<file path="src/rtl/cpu_sequencer.sv">
// Multi-cycle control sequencer for the 8-bit CPU datapath: fetches over a
// req/ack handshake, holds the instruction in IR and issues per-state strobes.
module cpu_sequencer #(
   parameter int MEM_TIMEOUT = 15,
   parameter int CNT_W       = 16
) (
   input  logic             clk,
   input  logic             areset,
   input  logic             run_i,
   input  logic             step_i,
   output logic             imem_req_o,
   input  logic             imem_ack_i,
   input  logic [7:0]       instr_i,
   output logic [7:0]       ir_o,
   output logic             pc_inc_o,
   output logic             pc_load_o,
   output logic             reg_write_o,
   output logic             mem_to_reg_o,
   output logic             alu_negate_o,
   output logic             imm_sel_o,
   output logic             pc_sel_o,
   output logic             reg_num_shift_o,
   output logic             dmem_req_o,
   output logic             dmem_we_o,
   input  logic             dmem_ack_i,
   output logic             halted_o,
   output logic             fault_o,
   output logic [2:0]       state_o,
   output logic [CNT_W-1:0] retired_o
);

   localparam logic [2:0] ST_IDLE   = 3'd0;
   localparam logic [2:0] ST_FETCH  = 3'd1;
   localparam logic [2:0] ST_DECODE = 3'd2;
   localparam logic [2:0] ST_EXEC   = 3'd3;
   localparam logic [2:0] ST_MEM    = 3'd4;
   localparam logic [2:0] ST_WB     = 3'd5;

   localparam logic [7:0] MEM_LAST = 8'(MEM_TIMEOUT - 1);

   logic [2:0]       state_reg, state_next;
   logic [7:0]       ir_reg, ir_next;
   logic [CNT_W-1:0] retired_reg, retired_next;
   logic             fault_reg, fault_next;
   logic             run_q_reg;
   logic             halt_reg, halt_next;
   logic             step_reg, step_next;
   logic [7:0]       mem_cnt_reg, mem_cnt_next;

   logic [1:0] mode;
   logic [1:0] op;
   logic       is_jump, is_load, is_store, is_arith;
   logic       is_add, is_sub, is_halt;
   logic       steer_en;
   logic       run_rise;
   logic       retire;
   logic [2:0] after_retire;

   assign mode     = ir_reg[7:6];
   assign op       = ir_reg[5:4];
   assign is_jump  = (mode == 2'b00);
   assign is_load  = (mode == 2'b01);
   assign is_store = (mode == 2'b10);
   assign is_arith = (mode == 2'b11);
   assign is_add   = is_arith && (op == 2'b01);
   assign is_sub   = is_arith && (op == 2'b10);
   assign is_halt  = is_jump && (ir_reg[5:0] == 6'd0);
   assign run_rise = run_i && !run_q_reg;

   // IR-derived steering is held stable from DECODE until the instruction ends.
   assign steer_en = (state_reg == ST_DECODE) || (state_reg == ST_EXEC) ||
                     (state_reg == ST_MEM)    || (state_reg == ST_WB);

   assign retire = ((state_reg == ST_EXEC) && (is_jump || is_arith)) ||
                   ((state_reg == ST_MEM) && is_store && dmem_ack_i) ||
                   (state_reg == ST_WB);

   // A halt jump always parks; a step-initiated instruction also parks.
   assign after_retire = (is_halt || !run_i || step_reg) ? ST_IDLE : ST_FETCH;

   always_comb begin
      state_next   = state_reg;
      ir_next      = ir_reg;
      fault_next   = fault_reg;
      step_next    = step_reg;
      mem_cnt_next = mem_cnt_reg;
      halt_next    = halt_reg;
      retired_next = retired_reg + {{(CNT_W-1){1'b0}}, retire};

      if (run_rise || ((state_reg == ST_IDLE) && step_i))
         halt_next = 1'b0;

      case (state_reg)
         ST_IDLE: begin
            if (!fault_reg && (step_i || run_rise || (run_i && !halt_reg))) begin
               state_next = ST_FETCH;
               step_next  = step_i;
            end
         end
         ST_FETCH: begin
            if (imem_ack_i) begin
               ir_next    = instr_i;
               state_next = ST_DECODE;
            end
         end
         ST_DECODE: state_next = ST_EXEC;
         ST_EXEC: begin
            if (is_load || is_store) begin
               state_next   = ST_MEM;
               mem_cnt_next = 8'd0;
            end else begin
               state_next = after_retire;
               if (is_halt)
                  halt_next = 1'b1;
            end
         end
         ST_MEM: begin
            if (dmem_ack_i) begin
               state_next = is_load ? ST_WB : after_retire;
            end else if (mem_cnt_reg >= MEM_LAST) begin
               fault_next = 1'b1;
               state_next = ST_IDLE;
            end else begin
               mem_cnt_next = mem_cnt_reg + 8'd1;
            end
         end
         ST_WB: state_next = after_retire;
         default: state_next = ST_IDLE;
      endcase
   end

   always_ff @(posedge clk or negedge areset) begin
      if (!areset) begin
         state_reg   <= ST_IDLE;
         ir_reg      <= 8'd0;
         retired_reg <= '0;
         fault_reg   <= 1'b0;
         run_q_reg   <= 1'b0;
         halt_reg    <= 1'b0;
         step_reg    <= 1'b0;
         mem_cnt_reg <= 8'd0;
      end else begin
         state_reg   <= state_next;
         ir_reg      <= ir_next;
         retired_reg <= retired_next;
         fault_reg   <= fault_next;
         run_q_reg   <= run_i;
         halt_reg    <= halt_next;
         step_reg    <= step_next;
         mem_cnt_reg <= mem_cnt_next;
      end
   end

   assign imem_req_o      = (state_reg == ST_FETCH);
   assign dmem_req_o      = (state_reg == ST_MEM);
   assign dmem_we_o       = (state_reg == ST_MEM) && is_store;
   assign pc_load_o       = (state_reg == ST_EXEC) && is_jump && !is_halt;
   assign pc_inc_o        = ((state_reg == ST_EXEC) && is_arith) ||
                            ((state_reg == ST_MEM) && is_store && dmem_ack_i) ||
                            (state_reg == ST_WB);
   assign reg_write_o     = ((state_reg == ST_EXEC) && (is_add || is_sub)) ||
                            (state_reg == ST_WB);
   assign mem_to_reg_o    = (state_reg == ST_WB);
   assign alu_negate_o    = steer_en && is_sub;
   assign imm_sel_o       = steer_en && !is_arith;
   assign pc_sel_o        = steer_en && is_jump;
   assign reg_num_shift_o = steer_en && (is_load || is_store);

   assign ir_o      = ir_reg;
   assign halted_o  = (state_reg == ST_IDLE);
   assign fault_o   = fault_reg;
   assign state_o   = state_reg;
   assign retired_o = retired_reg;

endmodule

</file>
<file path="config.mk">
export PLATFORM = sky130hd
export DESIGN_NAME = cpu_sequencer
export DESIGN_NICKNAME = d
export VERILOG_FILES = /design/src/rtl/cpu_sequencer.sv
export SDC_FILE = /design/constraint.sdc
export NUM_CORES = 1
export LEC_CHECK = 0
export ABC_AREA = 0
export BUFFER_PORTS_ARGS = -buffer_cell sky130_fd_sc_hd__buf_2
export CAP_MARGIN = 20
export CELL_PAD_IN_SITES_DETAIL_PLACEMENT = 1
export CELL_PAD_IN_SITES_GLOBAL_PLACEMENT = 1
export CORE_MARGIN = 3
export CORE_UTILIZATION = 45
export CTS_BUF_LIST = sky130_fd_sc_hd__clkbuf_8
export DETAILED_ROUTE_END_ITERATION = 8
export PLACE_DENSITY_LB_ADDON = 0.3
export SYNTH_ARGS = -nofsm -noshare
export SYNTH_HDL_FRONTEND = slang
export SYNTH_SLANG_ARGS = --single-unit
</file>
<file path="constraint.sdc">
create_clock -name clk -period 3.79 [get_ports clk]
set_input_delay 0.379 -clock clk [delete_from_list [all_inputs] [get_ports clk]]
set_output_delay 0.379 -clock clk [all_outputs]
set_load 0.1 [all_outputs]
</file>
==> impl_metrics.csv <==
group,metric,value,unit
setup_path,r2r_setup_slack,1.45,ns
logic_synthesis,synth_cells,180,
run_status,status,"complete, no violations",
die,dieArea,0.00521,sq mm
timing,rsz0062_at_grt,"no",
logic_synthesis,ys_types,42,
logic_synthesis,syn_nets,203,
finish,final_nets,258,
global_routing,grt_pass1_wl,8360,um
route,via_per_inst,5.50,
timing,setup_viol,0,
setup_path,timing.rr.start,"state_o[1]",
timing,period_needed,2.34,ns
finish,final_common_cell,"buf_2",
setup_path,reg2reg_to,"retired_o[14]",
logic_synthesis,synth-seq-area-share,49.6,%
finish,area_growth,21.5,%
setup_path,worstRegToRegCells,7,
setup_path,worst_ep_required_time,4.01,ns
timing,skew,0.00611,ns
setup_path,end_kind,"flop",
setup_path,crit_path_end,"retired_o[14]",
die,core_area,0.00412,sq mm
timing,slew_headroom,43.1,%
logic_synthesis,synthTopCellsByArea,"dfrtp_1 50%, ha_1 5.7%, mux2_1 4.0%",
logic_synthesis,yosysTopAreaCell,"dfrtp_1",
logic_synthesis,synth-xor-area-share,6.67,%
logic_synthesis,yosysTopAreaCellShare,49.6,%
logic_synthesis,synth_mux_area_share,4.00,%
clock_network,cts_max_path_buffers,2,
timing,finalHoldViolCount,0,
global_routing,grt_max_degree,40,
global_routing,antenna_found_initial,0,
clock_network,cts_resized,0,
finish,design_area,0.00239,sq mm
global_routing,grtUsageTotal,20.6,%
place,hpwlAfterDp,3640,um
clock_network,cts_tree,"yes",
route,wl_per_cell,17.0,um
setup_path,cp.arrival,2.56,ns
route,detail_route.wirelength,4870,um
logic_synthesis,synth_top_family_by_area,"simple AND/OR/NAND/NOR gates",
clock_network,holdBufCountCts,0,
logic_synthesis,synth_compound_area_share,9.47,%
setup_path,critPathKind,"reg -> reg",
timing,slew_violations,0,
die,dieWidth,72.2,um
die,rows,23,
timing,fin_setup_tns,0,ns
place,place_ws,1.49,ns
die,die_h,72.2,um
setup_path,startpoint,"state_o[1]",
timing,worst_pin_slew,0.853,ns
finish,largest_register_ffs,16,
logic_synthesis,synth.cell_area,0.00197,sq mm
timing,post-route-period-util,61.7,%
route,drc,0,
timing,setup_ws,1.45,ns
global_routing,overflow,0,
place,port-buffer-count,53,
clock_network,cts_inserted_buffers,5,
route,drt-pass1-iter-count,4,
die,start_util,47.9,%
finish,post-route-util,58.2,%
logic_synthesis,synth_simple_gate_area_share,21.6,%
finish,final_cell_mix,"53 x buf_2, 39 x dfrtp_1, 12 x nor2_1, 12 x nand2_1",
logic_synthesis,yosys_warnings,0,
finish,antennaDiodeCount,0,
finish,drive_above_1_share,28.0,%
route,via_count,1574,
job,drv_cap,0,
timing,max_clock_freq,428,MHz
route,drtIter0Drc,56,
clock_network,post_cts_buffers,0,
clock_network,worstSkewPairLatency,0.29,ns
logic_synthesis,synthAdderAreaFrac,5.72,%
clock_network,cts.reportedPaths.clkPinSlew,0.08,ns
die,io_pins,54,
hold_path,hp-class,"in -> async",
clock_network,cts_root_buf,"clkbuf_8",
place,place_area,0.00226,sq mm
logic_synthesis,ys_seq_elements,39,
setup_path,critical_path.max_fanout,15,
logic_synthesis,syn_avg_cell_area,10.9,sq um
global_routing,first_global_vias,1695,
setup_path,start_kind,"flop",
clock_network,clock-sinks,39,
finish,fillers,470,
clock_network,htreeDepth,2,
route,ant_nets,0,
place,finalWeightedCongestion,0.742,
## layout make-up
cell class | instances | area (sq um) | share of cell area, %
tap | 50 | 62.6 | 2.61
clock inverter | 3 | 63.8 | 2.67
timing repair buffer | 53 | 265 | 11.1
inverter | 6 | 22.5 | 0.941
multi-input combinational | 130 | 935 | 39.0
clock buffer | 5 | 68.8 | 2.88
sequential | 39 | 976 | 40.8
## metrics by stage
step	hold slack, ns	instances
floorplan	0.0834	180
global placement	0.465	278
detailed placement	0.480	278
CTS	0.223	286
global route	0.223	286
finish	0.183	286
## worst min-delay path by stage
stage,endpoint,from,cells after the start
floorplan,fault_o,areset,0
global route,run_q_reg,run_i,1
detailed placement,retired_o[15],retired_o[15],1
CTS,step_reg,areset,1
finish,step_reg,areset,1
global placement,retired_o[15],retired_o[15],1
## kinds of logic (layout without fill, tap and decap cells)
kind of cell | after synthesis | after routing
flip-flops | 39 | 39
multiplexers | 7 | 7
buffers and inverters | 11 | 67
AO/OA/AOI/OAI | 29 | 29
adder cells (fa/ha/maj) | 9 | 9
AND/OR/NAND/NOR | 70 | 70
XOR/XNOR | 15 | 15
## Yosys cell counts (all sizes together)
library cell  instances
a21boi                1
a21o                  1
a21oi                 5
a22o                  1
a31oi                 2
a32o                  1
and2                  4
and3                  3
and3b                 1
and4                  2
and4b                 3
buf                   5
dfrtp                39
ha                    9
inv                   6
mux2                  7
nand2                12
nand2b                2
nand3                 9
nand3b                1
nand4                 4
nand4b                1
nor2                 12
nor2b                 4
nor3                  6
nor3b                 2
nor4                  1
nor4b                 2
o2111a                1
o211ai                1
o21ai                10
o22ai                 3
o31ai                 2
o41ai                 1
or3                   1
xnor2                 7
xor2                  8
## metal layers
| layer | track usage, % | routed length, um | up-vias |
|---|---|---|---|
| met5 | 0 | 0 | - |
| met4 | 7.93 | 72 | 0 |
| met3 | 4.71 | 219 | 9 |
| met2 | 33.5 | 2370 | 41 |
| met1 | 26.8 | 2220 | 767 |
| li1 | - | - | 757 |
## worst max-delay path, stage by stage, from the launching register on
cell,delay [ns]
dfrtp_1,0.59
nand2b_1,0.34
o22ai_1,0.26
ha_1,0.27
ha_1,0.29
nand3_1,0.16
nor3_1,0.20
xor2_1,0.17
Power is left out: the tool's default activity adds up to more than one toggle a clock period on the data nets, which glitch-free logic cannot reach.
